### config.mk
export PLATFORM = sky130hd
export DESIGN_NAME = control_sequencer
export DESIGN_NICKNAME = d
export VERILOG_FILES = /design/src/rtl/cpu_ctrl_pkg.sv /design/src/rtl/reg_select_decoder.sv /design/src/rtl/control_sequencer.sv
export SDC_FILE = /design/constraint.sdc
export NUM_CORES = 1
export LEC_CHECK = 0
export BUFFER_PORTS_ARGS = -buffer_cell sky130_fd_sc_hd__buf_4
export CORE_MARGIN = 4
export CORE_UTILIZATION = 44
export CTS_BUF_LIST = sky130_fd_sc_hd__clkbuf_16
export CTS_CLUSTER_SIZE = 12
export DETAILED_ROUTE_END_ITERATION = 10
export MAX_ROUTING_LAYER = met4
export PLACE_DENSITY_LB_ADDON = 0.25
export SLEW_MARGIN = 30
export SYNTH_ARGS = -nofsm -noshare
export SYNTH_HDL_FRONTEND = slang
export SYNTH_SLANG_ARGS = --single-unit
export TNS_END_PERCENT = 10
### constraint.sdc
create_clock -name clk -period 3.24 [get_ports clk]
set_clock_uncertainty 0.15 [all_clocks]
set_input_delay 0.648 -clock clk [delete_from_list [all_inputs] [get_ports clk]]
set_output_delay 0.648 -clock clk [all_outputs]
set_load 0.02 [all_outputs]
### src/rtl/cpu_ctrl_pkg.sv
// Shared constants for the multi-cycle control sequencer: IR field layout,
// opcode map, ALU operation codes and FSM state encoding.
package cpu_ctrl_pkg;

    localparam int OPC_HI = 31;
    localparam int OPC_LO = 27;
    localparam int RA_HI  = 26;
    localparam int RA_LO  = 23;
    localparam int RB_HI  = 22;
    localparam int RB_LO  = 19;
    localparam int RC_HI  = 18;
    localparam int RC_LO  = 15;

    localparam logic [4:0] OP_LD   = 5'b00000;
    localparam logic [4:0] OP_ST   = 5'b00010;
    localparam logic [4:0] OP_ADD  = 5'b00011;
    localparam logic [4:0] OP_SUB  = 5'b00100;
    localparam logic [4:0] OP_AND  = 5'b00101;
    localparam logic [4:0] OP_OR   = 5'b00110;
    localparam logic [4:0] OP_ADDI = 5'b01100;
    localparam logic [4:0] OP_ANDI = 5'b01101;
    localparam logic [4:0] OP_ORI  = 5'b01110;
    localparam logic [4:0] OP_MUL  = 5'b10000;
    localparam logic [4:0] OP_BR   = 5'b10010;
    localparam logic [4:0] OP_JR   = 5'b10011;
    localparam logic [4:0] OP_NOP  = 5'b11010;
    localparam logic [4:0] OP_HALT = 5'b11011;

    localparam logic [3:0] ALU_NONE = 4'd0;
    localparam logic [3:0] ALU_ADD  = 4'd1;
    localparam logic [3:0] ALU_SUB  = 4'd2;
    localparam logic [3:0] ALU_AND  = 4'd3;
    localparam logic [3:0] ALU_OR   = 4'd4;
    localparam logic [3:0] ALU_MUL  = 4'd5;

    localparam logic [3:0] S_IDLE  = 4'd0;
    localparam logic [3:0] S_T0    = 4'd1;
    localparam logic [3:0] S_T1    = 4'd2;
    localparam logic [3:0] S_T2    = 4'd3;
    localparam logic [3:0] S_T3    = 4'd4;
    localparam logic [3:0] S_E1    = 4'd5;
    localparam logic [3:0] S_E2    = 4'd6;
    localparam logic [3:0] S_E3    = 4'd7;
    localparam logic [3:0] S_E4    = 4'd8;
    localparam logic [3:0] S_E5    = 4'd9;
    localparam logic [3:0] S_HALT  = 4'd10;
    localparam logic [3:0] S_FAULT = 4'd11;

    // Register-register and immediate forms share an ALU code per operation.
    function automatic logic [3:0] alu_code_of(input logic [4:0] opc);
        case (opc)
            OP_ADD, OP_ADDI: return ALU_ADD;
            OP_SUB:          return ALU_SUB;
            OP_AND, OP_ANDI: return ALU_AND;
            OP_OR, OP_ORI:   return ALU_OR;
            default:         return ALU_NONE;
        endcase
    endfunction

endpackage

### src/rtl/reg_select_decoder.sv
// Turns the Ra/Rb/Rc IR fields plus group selects into one-hot GP register
// load/drive strobes; a base-address request on R0 drives zero via BAout.
module reg_select_decoder
    import cpu_ctrl_pkg::*;
(
    input  logic [3:0]  ra,
    input  logic [3:0]  rb,
    input  logic [3:0]  rc,
    input  logic        Gra,
    input  logic        Grb,
    input  logic        Grc,
    input  logic        Rin_en,
    input  logic        Rout_en,
    input  logic        BAout_req,
    output logic [15:0] Rin,
    output logic [15:0] Rout,
    output logic        BAout
);

    logic [3:0]  idx;
    logic [15:0] onehot;

    always_comb begin
        idx = 4'd0;
        if (Gra)      idx = ra;
        else if (Grb) idx = rb;
        else if (Grc) idx = rc;
        onehot = 16'h0001 << idx;
        BAout  = BAout_req && (idx == 4'd0);
        Rin    = Rin_en ? onehot : 16'h0000;
        Rout   = ((Rout_en || BAout_req) && !BAout) ? onehot : 16'h0000;
    end

endmodule

### src/rtl/control_sequencer.sv
// Multi-cycle control unit for the single-bus datapath: fetch T0..T3, execute
// E1..E5, memory handshake with timeout, Moore strobe decode from state and IR.
module control_sequencer
    import cpu_ctrl_pkg::*;
#(
    parameter int MEM_TIMEOUT = 16,
    parameter int ALU_OP_W    = 4
) (
    input  logic                clk,
    input  logic                clr,
    input  logic                start,
    input  logic [31:0]         ir,
    input  logic                con_ff,
    input  logic                mem_done,
    output logic [15:0]         Rin,
    output logic [15:0]         Rout,
    output logic                BAout,
    output logic                PCin,
    output logic                PCout,
    output logic                IRin,
    output logic                Yin,
    output logic                Zin,
    output logic                MARin,
    output logic                MDRin,
    output logic                MDRout,
    output logic                HIin,
    output logic                LOin,
    output logic                Zhighout,
    output logic                Zlowout,
    output logic                Cout,
    output logic                IncPC,
    output logic                CONin,
    output logic                Read,
    output logic                Write,
    output logic [ALU_OP_W-1:0] alu_op,
    output logic                run,
    output logic                fault
);

    localparam int CNT_W = (MEM_TIMEOUT > 1) ? $clog2(MEM_TIMEOUT) : 1;

    logic [3:0]       state_q, state_d;
    logic [CNT_W-1:0] cnt_q, cnt_d;
    logic             fault_q, fault_d;
    logic [4:0]       opc;
    logic             is_alu3, is_imm, is_mem;
    logic             in_wait, timeout;
    logic             gra, grb, grc, rin_en, rout_en, baout_req;
    logic [3:0]       alu_code;
    logic             ir_unused;

    assign opc       = ir[OPC_HI:OPC_LO];
    assign ir_unused = ^ir[RC_LO-1:0];
    assign is_alu3   = (opc == OP_ADD) || (opc == OP_SUB) || (opc == OP_AND) || (opc == OP_OR);
    assign is_imm    = (opc == OP_ADDI) || (opc == OP_ANDI) || (opc == OP_ORI);
    assign is_mem    = (opc == OP_LD) || (opc == OP_ST);

    assign in_wait = (state_q == S_T2) || (state_q == S_E4 && opc == OP_LD) ||
                     (state_q == S_E5 && opc == OP_ST);
    assign timeout = in_wait && !mem_done && (cnt_q == CNT_W'(MEM_TIMEOUT - 1));

    always_ff @(posedge clk or negedge clr) begin
        if (!clr) begin
            state_q <= S_IDLE;
            cnt_q   <= '0;
            fault_q <= 1'b0;
        end else begin
            state_q <= state_d;
            cnt_q   <= cnt_d;
            fault_q <= fault_d;
        end
    end

    // Wait counter is zero outside wait states, so every wait starts from zero.
    always_comb begin
        state_d = state_q;
        fault_d = fault_q;
        cnt_d   = (in_wait && !mem_done) ? cnt_q + CNT_W'(1) : '0;
        case (state_q)
            S_IDLE: if (start) state_d = S_T0;
            S_T0:   state_d = S_T1;
            S_T1:   state_d = S_T2;
            S_T2:   if (mem_done) state_d = S_T3;
            S_T3:   state_d = S_E1;
            S_E1: begin
                if (opc == OP_NOP || opc == OP_JR) state_d = S_T0;
                else if (opc == OP_HALT) state_d = S_HALT;
                else if (is_alu3 || is_imm || is_mem || opc == OP_MUL || opc == OP_BR) state_d = S_E2;
                else begin
                    state_d = S_FAULT;
                    fault_d = 1'b1;
                end
            end
            S_E2:   state_d = S_E3;
            S_E3:   state_d = (is_alu3 || is_imm) ? S_T0 : S_E4;
            S_E4: begin
                if (opc == OP_ST) state_d = S_E5;
                else if (opc == OP_LD) begin
                    if (mem_done) state_d = S_E5;
                end else state_d = S_T0;
            end
            S_E5: begin
                if (opc == OP_LD || mem_done) state_d = S_T0;
            end
            default: state_d = state_q;
        endcase
        if (timeout) begin
            state_d = S_FAULT;
            fault_d = 1'b1;
            cnt_d   = '0;
        end
    end

    always_comb begin
        {PCin, PCout, IRin, Yin, Zin, MARin, MDRin, MDRout, HIin, LOin} = 10'b0;
        {Zhighout, Zlowout, Cout, IncPC, CONin, Read, Write} = 7'b0;
        {gra, grb, grc, rin_en, rout_en, baout_req} = 6'b0;
        alu_code = ALU_NONE;
        case (state_q)
            S_T0: begin PCout = 1'b1; MARin = 1'b1; IncPC = 1'b1; Zin = 1'b1; end
            S_T1: begin Zlowout = 1'b1; PCin = 1'b1; end
            S_T2: begin Read = 1'b1; MDRin = mem_done; end
            S_T3: begin MDRout = 1'b1; IRin = 1'b1; end
            S_E1: begin
                if (is_alu3 || is_imm) begin grb = 1'b1; rout_en = 1'b1; Yin = 1'b1; end
                else if (opc == OP_MUL) begin gra = 1'b1; rout_en = 1'b1; Yin = 1'b1; end
                else if (is_mem) begin grb = 1'b1; baout_req = 1'b1; Yin = 1'b1; end
                else if (opc == OP_BR) begin gra = 1'b1; rout_en = 1'b1; CONin = 1'b1; end
                else if (opc == OP_JR) begin gra = 1'b1; rout_en = 1'b1; PCin = 1'b1; end
            end
            S_E2: begin
                if (is_alu3) begin grc = 1'b1; rout_en = 1'b1; Zin = 1'b1; alu_code = alu_code_of(opc); end
                else if (is_imm) begin Cout = 1'b1; Zin = 1'b1; alu_code = alu_code_of(opc); end
                else if (opc == OP_MUL) begin grb = 1'b1; rout_en = 1'b1; Zin = 1'b1; alu_code = ALU_MUL; end
                else if (is_mem) begin Cout = 1'b1; Zin = 1'b1; alu_code = ALU_ADD; end
                else if (opc == OP_BR) begin PCout = 1'b1; Yin = 1'b1; end
            end
            S_E3: begin
                if (is_alu3 || is_imm) begin Zlowout = 1'b1; gra = 1'b1; rin_en = 1'b1; end
                else if (opc == OP_MUL) begin Zlowout = 1'b1; LOin = 1'b1; end
                else if (is_mem) begin Zlowout = 1'b1; MARin = 1'b1; end
                else if (opc == OP_BR) begin Cout = 1'b1; Zin = 1'b1; alu_code = ALU_ADD; end
            end
            S_E4: begin
                if (opc == OP_MUL) begin Zhighout = 1'b1; HIin = 1'b1; end
                else if (opc == OP_LD) begin Read = 1'b1; MDRin = mem_done; end
                else if (opc == OP_ST) begin gra = 1'b1; rout_en = 1'b1; MDRin = 1'b1; end
                else if (opc == OP_BR) begin Zlowout = 1'b1; PCin = con_ff; end
            end
            S_E5: begin
                if (opc == OP_LD) begin MDRout = 1'b1; gra = 1'b1; rin_en = 1'b1; end
                else if (opc == OP_ST) Write = 1'b1;
            end
            default: ;
        endcase
    end

    reg_select_decoder u_regsel (
        .ra        (ir[RA_HI:RA_LO]),
        .rb        (ir[RB_HI:RB_LO]),
        .rc        (ir[RC_HI:RC_LO]),
        .Gra       (gra),
        .Grb       (grb),
        .Grc       (grc),
        .Rin_en    (rin_en),
        .Rout_en   (rout_en),
        .BAout_req (baout_req),
        .Rin       (Rin),
        .Rout      (Rout),
        .BAout     (BAout)
    );

    assign alu_op = ALU_OP_W'(alu_code);
    assign run    = (state_q != S_IDLE) && (state_q != S_HALT) && (state_q != S_FAULT);
    assign fault  = fault_q;

endmodule

==> flow_summary_export.csv, run 1 <==
group,metric,value,unit
status,outcome,"complete, but fails checks",
drt,wl_per_cell,25.94,um
worst_hold_path,hp-class,"primary input to asynchronous set/reset pin",
global_route,grt_pass1_wl,12800,um
timing,finalCriticalPeriod,3.574,ns
placement,dpl.hpwl,4877,um
die,rows,21,
timing,rsz0062_at_grt,"true",
yosys,yosys_warnings,0,
timing,fin_ws,-0.3341,ns
status,violations,"DRC, setup timing",
cts,ctsLongestPathBuffers,2,
pwr,p_leak,1.345,nW
yosys,netlist_area,1579,um^2
placement,port_buffers,76,
yosys,ys_seq_area_share,14.26,%
timing,hold_violations,0,
critical_path,worstPathRequired,2.44,ns
global_route,grt-ovfl-total,0,
finish,antenna_cells,0,
cts,clk_pin_slew,0.04,ns
critical_path,cp-end-kind,"output pin",
pwr,powerDensity,451.4,nW/um^2
critical_path,path_class,"primary input to output pin",
yosys,avgSynthCellArea,6.865,um^2
drt,first_pass_iters,11,
cts,clk_latency,0.24,ns
pwr,power_frac_comb,71.7,%
finish,area.growth.synth_to_final,100.1,%
die,die_w,67.91,um
cts,cts_root_buffer,"clkbuf_16",
drt,route.detailed.drc,7,
placement,routabilityCongestion,0.9350,
timing,fin_tns_setup,-5.647,ns
yosys,synth-edff-count,0,
drt,via_per_inst,7.061,
timing,drv_slew,0,
die,start_util,46.59,%
cts,cts_tree,"done",
cts,cts_buffers,3,
placement,dpl_cell_area,2641,um^2
drt,num_vias,2796,
finish,layout-drive-gt1-share,59.71,%
pwr,seqPwrFrac,13.1,%
timing,setup_viol_count_final,33,
cts,clock-sinks,9,
yosys,yosysUniqueCellTypes,61,
yosys,ys.flop_type,"dfrtp_1",
finish,final_cell_area,3159,um^2
pwr,peakVddDrop,0.5247,mV
cts,cts_htree_levels,1,
timing,period_share,110.3,%
die,core_area,3390,um^2
critical_path,cp_max_fo,9,
die,chipHeight,67.91,um
die,dieArea,4611,um^2
timing,max_freq,0.2798,GHz
drt,ant_nets,0,
job,drv_cap,0,
drt,drt-initial-drc-count,484,
global_route,antenna_found_initial,0,
critical_path,startpoint_type,"primary input",
pwr,pwr-share-clk,15.1,%
timing,tightest_slew,0.6720,ns
drt,drt-total-wl,10270,um
die,ios,93,
pwr,switching_share,49.68,%
placement,dpl_worst_slack,-0.2228,ns
timing,slew_headroom,55.20,%
yosys,synth_seq_cells,9,
finish,final_net_count,389,
yosys,synth_fp_nets,268,
yosys,netlist_instances,230,
global_route,grt_pass1_vias,2517,
global_route,grt_use_total,38.13,%
yosys,async_reset_ff_share,100.0,%
pwr,switchingPower,0.0007085,W
pwr,p_int,0.0007177,W
critical_path,arrival,2.78,ns
global_route,grt_start_max_net_pins,23,
pwr,total_power,0.001426,W
==> power groups by stage <==
| stage | Sequential (W) | Combinational, W | Clock, W |
|---|---|---|---|
| 5_1_grt | 0.000188 | 0.00106 | 0.000226 |
| 2_1_floorplan | 0.000179 | 0.000495 | 0 |
| 4_1_cts | 0.000185 | 0.000889 | 0.000215 |
| 3_5_place_dp | 0.000171 | 0.000815 | 0 |
| 3_3_place_gp | 0.000170 | 0.000792 | 0 |
| 6_report | 0.000187 | 0.00102 | 0.000216 |
==> layer usage <==
| layer | vias up | GRT usage [%] | part of all wire [%] |
|---|---|---|---|
| met2 | 326 | 59.54 | 45 |
| li1 | 1102 | - | - |
| met1 | 1235 | 41.37 | 33 |
| met5 | - | - | 0 |
| met4 | 0 | 22.08 | 9.8 |
| met3 | 133 | 14.45 | 12 |
==> logic make-up after synthesis <==
group                      Yosys count  synth area share [%]
DFF                                  9                 14.26
AOI/OAI and AO/OA                   63                 29.08
other                                1                0.2375
and+or+nand+nor                    121                 42.55
xor gates and xnor gates             7                 3.883
buffers and inverters               26                 7.925
adders and majority gates            1                0.7923
muxes                                2                 1.268
==> placed cells by master, fill, tap and decap left out, types with 3 or more instances in the layout <==
master / netlist / layout
nor2_2: 0 / 9
nand4_1: 3 / 3
nor4b_1: 4 / 4
nor3_1: 30 / 9
or3_1: 5 / 3
or4_4: 2 / 3
nor3_2: 0 / 17
nand3_1: 6 / 6
dfrtp_1: 9 / 8
nor3_4: 0 / 4
nor2_1: 28 / 19
o21ai_1: 2 / 3
nand2_1: 10 / 9
buf_12: 0 / 4
buf_6: 1 / 12
clkbuf_16: 0 / 3
a21oi_1: 6 / 3
o21ai_0: 15 / 14
buf_4: 4 / 121
inv_1: 5 / 6
nor4_4: 0 / 3
a21o_1: 4 / 4
nand2b_1: 8 / 7
xnor2_1: 5 / 3
nor2b_1: 7 / 4
==> cells in the mapped netlist, types with 3 or more instances <==
master	n	area share [%]
nor3_1	30	9.5
nor2_1	28	6.7
o21ai_0	15	4.8
clkbuf_1	10	2.4
nand2_1	10	2.4
dfrtp_1	9	14
nand2b_1	8	3.2
nor2b_1	7	2.8
a21oi_1	6	1.9
nand3_1	6	1.9
inv_1	5	1.2
nor4_1	5	2.0
or3_1	5	2.0
xnor2_1	5	2.8
a21o_1	4	1.9
buf_2	4	1.3
buf_4	4	1.9
nor4b_1	4	2.2
a211o_1	3	1.7
nand4_1	3	1.2
nand4bb_1	3	2.1
o22ai_1	3	1.2
==> registers in the layout (all words and copies together) (netlist names) <==
register,cells
fault,1
cnt_q,4
state_q,4
==> through the flow <==
stage               utilization (%)  cells  hold WS (ns)
floorplan                         -    230        0.2024
global placement              77.93    382        0.2979
global route                  93.21    396       0.08627
CTS                           88.85    390       0.08312
detailed placement            77.93    382        0.3102
finish                        93.21    396       0.08079
==> final cells by class <==
cell class / instances / area, um^2
Multi-Input combinational cell: 195 / 1654
Sequential cell: 9 / 226.5
Fill cell: 110 / 230.2
Timing Repair Buffer: 137 / 1124
Tap cell: 46 / 57.56
Clock inverter: 1 / 3.754
Inverter: 5 / 18.77
Clock buffer: 3 / 75.07
==> repair_timing <==
action	in CTS	in global routing
hold buffers	0	0
pin swaps	29	11
buffers inserted	4	6
gates resized for setup	45	26
setup endpoints to repair	33	33
==> worst max-delay path, stage by stage <==
cell and delay [ns]:
buf_12 0.12, buf_4 0.16, a2111oi_4 0.44, buf_4 0.19, a221o_1 0.29, o21ai_1 0.14
o21bai_1 0.21, nor3_1 0.33, buf_4 0.23
==> final timing paths <==
path                       cells past startpoint  slack, ns                   start                endpoint
min reg2reg                                    1       0.32      cnt_q[0]$_DFF_PN0_      cnt_q[0]$_DFF_PN0_
max reg2reg                                    7       1.06  state_q[1]$_DFFE_PN0P_  state_q[3]$_DFFE_PN0P_
max in group asynchronous                      1       2.71                     clr  state_q[2]$_DFFE_PN0P_
max                                            9      -0.33                  ir[27]                 Rin[11]
min                                            1       0.08                     clr      cnt_q[2]$_DFF_PN0_
min in group clk                               1       0.32      cnt_q[0]$_DFF_PN0_      cnt_q[0]$_DFF_PN0_
Power figures use the tool's default switching activity.
==> run 2: changes to the inputs <==
- CORE_UTILIZATION: 44 -> 40
==> run 2 against run 1 <==
  * The run ends with setup timing left
  * Die area rose by 8.8%
  * Non-clock buffer count fell by 2
  * Critical path depth fell by 2
  * First-iteration DRC count fell by 63%
  * Cell count did not move
  * Flip-flop and latch count did not move
  * Total power fell by 4.8%
  * Largest power group unchanged
  * Sequential power fell by 7%
==> flow_summary_export.csv, run 2 (synthesis results as in run 1) <==
group,metric,value,unit
pwr,powerDensity,414.0,nW/um^2
finish,final_util,87.60,%
finish,final_cell_mix,"107 x buf_4, 23 x nor2_1, 20 x buf_6",
critical_path,worstPathRequired,2.44,ns
finish,instances_no_fill,396,
worst_hold_path,hp-class,"primary input to asynchronous set/reset pin",
drt,num_vias,2453,
cts,cts_htree_levels,1,
drt,drt-total-wl,8092,um
finish,antenna_cells,0,
critical_path,cp-end-kind,"output pin",
critical_path,startpoint_type,"register",
timing,rsz0062_at_grt,"true",
timing,tightest_slew,0.9415,ns
finish,area.growth.synth_to_final,107.7,%
global_route,grt_pass1_wl,10840,um
timing,slew_headroom,36.35,%
drt,drt-initial-drc-count,178,
timing,hold_violations,0,
cts,cts_tree,"done",
timing,setup_viol_count_final,24,
cts,cts_root_buffer,"clkbuf_16",
timing,period_share,107.3,%
global_route,grt-ovfl-total,0,
cts,cts_buffers,3,
drt,wl_per_cell,20.43,um
finish,nFillCells,188,
die,die_w,70.83,um
placement,dpl.hpwl,4720,um
status,outcome,"complete, but fails checks",
timing,drv_slew,0,
cts,clock-sinks,9,
status,violations,"setup timing",
finish,layout-drive-gt1-share,60.34,%
drt,ant_nets,0,
finish,layout_commonest_cell,"buf_4",
global_route,grt_pass1_vias,2319,
critical_path,path_class,"register to output pin",
timing,holdWs,0.07528,ns
job,drv_cap,0,
die,dieArea,5017,um^2
pwr,peakVddDrop,0.6054,mV
drt,route.detailed.drc,0,
critical_path,arrival,2.68,ns
timing,fin_ws,-0.2369,ns
cts,clk_pin_slew,0.04,ns
placement,dp_cells,387,
drt,via_per_inst,6.194,
die,start_util,42.18,%
global_route,antenna_found_initial,0,
pwr,p_leak,1.375,nW
timing,max_freq,0.2876,GHz
die,ios,93,
finish,final_net_count,387,
cts,clk_latency,0.23,ns
die,rows,22,
placement,port_buffers,76,
timing,finalCriticalPeriod,3.477,ns
drt,first_pass_iters,4,
global_route,grt_use_total,27.19,%
placement,routabilityCongestion,0.9198,
die,core_area,3744,um^2
global_route,grt_start_max_net_pins,24,
cts,ctsLongestPathBuffers,2,
critical_path,cp_max_fo,20,
die,chipHeight,70.83,um
pwr,total_power,0.001358,W
-- run 2: cell types whose count changed in the layout (fill, tap and decap cells not counted), moves of 2 or more --
cell,before,now
nor2_1,19,23
nor4b_1,4,2
buf_6,12,20
buf_12,4,6
nor2_2,9,5
buf_4,121,107
nor3_1,9,7
nor3_4,4,6
nor2b_2,2,0
-- run 2: final timing paths --
path                            cells past startpoint                     end              startpoint  slack, ns
worst max-delay path                                7                   BAout  state_q[2]$_DFFE_PN0P_      -0.24
worst min-delay path                                1  state_q[2]$_DFFE_PN0P_                     clr       0.08
worst max register to register                      7  state_q[0]$_DFFE_PN0P_  state_q[2]$_DFFE_PN0P_       0.88
worst min register to register                      1      cnt_q[0]$_DFF_PN0_      cnt_q[0]$_DFF_PN0_       0.31
max in group asynchronous                           1      cnt_q[2]$_DFF_PN0_                     clr       2.74
min in group clk                                    1      cnt_q[0]$_DFF_PN0_      cnt_q[0]$_DFF_PN0_       0.31
-- run 2: layout make-up --
cell class,count,area (um^2),area share (%)
inverters,5,18.77,0.5723
multi-input cells,195,1707,52.04
clock inverters,1,5.005,0.1526
repair buffers,135,1189,36.25
clock buffers,3,75.07,2.289
well taps,48,60.06,1.831
flip-flops and latches,9,225.2,6.868
-- run 2: repair_timing --
item / in CTS / in global routing
gates resized for setup: 41 / 44
hold buffers: 0 / 0
cloned: 0 / 1
endpoints found under the setup margin: 33 / 33
setup buffers: 1 / 5
pin swaps: 28 / 26
-- run 2: where the power goes --
part | switching (W) | leakage (nW) | internal, W | total (W)
combinational | 0.000553 | 1.22 | 0.000413 | 0.000967
sequential | 0.0000274 | 0.114 | 0.000146 | 0.000173
clock | 0.0000549 | 0.0409 | 0.000163 | 0.000217
-- run 2: worst max-delay path: stages (launching register included) --
cell,delay (ns)
dfrtp_1,0.40
buf_6,0.23
inv_1,0.13
nor4b_1,0.79
nand2_1,0.22
nor2_1,0.23
nor4b_4,0.25
buf_4,0.18
-- run 2: routing by layer --
metal | wire [um] | vias to the layer above | GRT usage (%)
li1 | - | 1100 | -
met1 | 2968 | 1154 | 32.30
met2 | 4072 | 154 | 46.96
met3 | 579 | 45 | 3.551
met4 | 471 | 0 | 9.395
met5 | 0 | - | -
-- run 2: through the flow --
| step | instance area (um^2) | setup TNS (ns) | setup WS (ns) |
|---|---|---|---|
| 4_1_cts | 2992 | -0.4081 | -0.04834 |
| 3_5_place_dp | 2691 | -4.360 | -0.2149 |
| 5_1_grt | 3279 | -3.477 | -0.3131 |
| 6_report | 3279 | -1.903 | -0.2369 |
| 2_1_floorplan | 1724 | -2.350 | -0.1230 |
| 3_3_place_gp | 2691 | -3.238 | -0.1770 |
==> run 3: changes to the inputs <==
- BUFFER_PORTS_ARGS: -buffer_cell sky130_fd_sc_hd__buf_4 -> unset
- DONT_BUFFER_PORTS: unset -> 1
==> run 3 against run 2 <==
  * The flow still finishes with violations (setup timing)
  * Critical path depth is 2 higher
  * Register-to-register slack better by 0.17 ns
  * Fmax is 6.3% higher
  * Sequential share of layout area is 1.6 points higher
  * Flip-flop and latch count stayed put
  * Combinational power is 12% lower
  * Core utilization is 16 points lower
  * Worst hold slack better by 0.23 ns
  * First-iteration DRC count is 35% higher
  * Count of clock-buffer cells in the layout stayed put
  * Clock power is 4% lower
  * Largest power group unchanged
==> flow_summary_export.csv, run 3 (synthesis results as in run 1) <==
group,metric,value,unit
timing,holdWs,0.3042,ns
cts,cts_htree_levels,1,
finish,layout_commonest_cell,"buf_4",
finish,antenna_cells,0,
drt,num_vias,2056,
placement,dpl_cell_area,2207,um^2
critical_path,cp-end-kind,"output pin",
drt,via_per_inst,6.101,
finish,regArea,227.7,um^2
global_route,grt_pass1_vias,1925,
status,violations,"setup timing",
die,dieArea,5017,um^2
cts,clk_pin_slew,0.04,ns
finish,nFillCells,300,
pwr,total_power,0.001249,W
finish,final_net_count,328,
global_route,grt_use_total,22.43,%
die,chipHeight,70.83,um
die,core_area,3744,um^2
timing,drv_slew,0,
finish,multiInputGateArea,1614,um^2
status,outcome,"complete, but fails checks",
timing,fin_ws,-0.03138,ns
timing,max_freq,0.3057,GHz
pwr,powerDensity,465.9,nW/um^2
global_route,grt_pass1_wl,9142,um
timing,tightest_slew,0.7079,ns
timing,setup_viol_count_final,1,
placement,dpl.hpwl,4183,um
global_route,grt_start_max_net_pins,24,
cts,ctsLongestPathBuffers,2,
finish,final_cell_mix,"58 x buf_4, 24 x nor2_1, 15 x o21ai_0",
timing,period_share,101.0,%
critical_path,cp_max_fo,7,
critical_path,worstPathRequired,2.44,ns
job,drv_cap,0,
cts,cts_root_buffer,"clkbuf_16",
cts,cts_tree,"done",
die,start_util,42.18,%
timing,slew_headroom,52.31,%
timing,finalCriticalPeriod,3.271,ns
finish,layout-drive-gt1-share,48.10,%
critical_path,arrival,2.47,ns
global_route,grt-ovfl-total,0,
cts,clk_latency,0.23,ns
critical_path,path_class,"register to output pin",
global_route,antenna_found_initial,0,
die,ios,93,
drt,drt-initial-drc-count,240,
placement,port_buffers,0,
worst_hold_path,hp-class,"register to register",
die,die_w,70.83,um
timing,rsz0062_at_grt,"true",
critical_path,startpoint_type,"register",
pwr,peakVddDrop,0.4102,mV
timing,hold_violations,0,
finish,final_cell_area,2680,um^2
pwr,p_leak,1.062,nW
drt,first_pass_iters,4,
placement,routabilityCongestion,0.8800,
finish,area.growth.synth_to_final,69.73,%
drt,ant_nets,0,
die,rows,22,
drt,wl_per_cell,17.22,um
drt,route.detailed.drc,0,
drt,drt-total-wl,5803,um
cts,clock-sinks,9,
cts,cts_buffers,3,
[run 3: cell count changes in the layout (fill, tap and decap cells not counted), moves of 2 or more]
cell / change
nor2b_4: -2
nor2_2: -2
dfrtp_2: +2
buf_6: -8
nor3_1: +2
nor3_4: +2
nor3_2: -4
buf_4: -49
dfrtp_1: -2
nor2b_1: +2
[run 3: what timing repair did]
item / CTS / global route
hold endpoints to repair: 9 / 0
gates resized for setup: 10 / 50
endpoints found under the setup margin: 28 / 33
pin swaps: 0 / 23
hold buffers: 1 / 0
buffers inserted: 0 / 8
[run 3: layout make-up]
class	count	area share, %
Clock buffer	3	2.801
Clock inverter	1	0.1401
Inverter	5	0.7003
Multi-Input combinational cell	195	60.22
Sequential cell	9	8.497
Tap cell	48	2.241
Timing Repair Buffer	76	25.40
[run 3: final timing paths]
path                                        start                      to  slack (ns)  depth (start not counted)
setup / recovery           state_q[0]$_DFFE_PN0P_                 Rout[9]       -0.03                          9
max in group asynchronous                     clr  state_q[2]$_DFFE_PN0P_        2.00                          1
hold / removal                 cnt_q[0]$_DFF_PN0_      cnt_q[0]$_DFF_PN0_        0.30                          1
setup reg to reg           state_q[0]$_DFFE_PN0P_  state_q[3]$_DFFE_PN0P_        1.05                          7
min in group asynchronous                     clr      cnt_q[2]$_DFF_PN0_        0.63                          1
hold reg to reg                cnt_q[0]$_DFF_PN0_      cnt_q[0]$_DFF_PN0_        0.30                          1
[run 3: where the power goes]
| part | switching, W | leakage (nW) | internal (W) |
|---|---|---|---|
| Clock | 0.0000485 | 0.0423 | 0.000161 |
| Combinational | 0.000478 | 0.908 | 0.000376 |
| Sequential | 0.0000380 | 0.112 | 0.000148 |
[run 3: metal layers]
layer	up-vias	track usage (%)	part of all wire (%)
met3	14	5.114	9.0
met4	0	3.549	2.0
li1	984	-	-
met1	964	29.13	41
met2	94	36.25	48
met5	-	-	0
[run 3: through the flow]
stage	cells	utilization, %	worst slack (ns)	TNS [ns]
3_3_place_gp	324	58.96	-0.006945	-0.006945
2_1_floorplan	230	-	-0.1230	-2.350
5_1_grt	337	71.59	-0.1398	-1.362
3_5_place_dp	324	58.96	-0.05526	-0.06410
6_report	337	71.59	-0.03138	-0.03138
4_1_cts	329	63.00	-0.02791	-0.1755
[run 3: worst max-delay path: stages, from the launching register on]
cell and delay [ns]:
dfrtp_2 0.42, buf_12 0.14, nand4bb_4 0.27, nor4b_2 0.31, buf_4 0.19, nor3_2 0.04
a211o_1 0.36, buf_12 0.18, nor3_2 0.16, buf_4 0.17
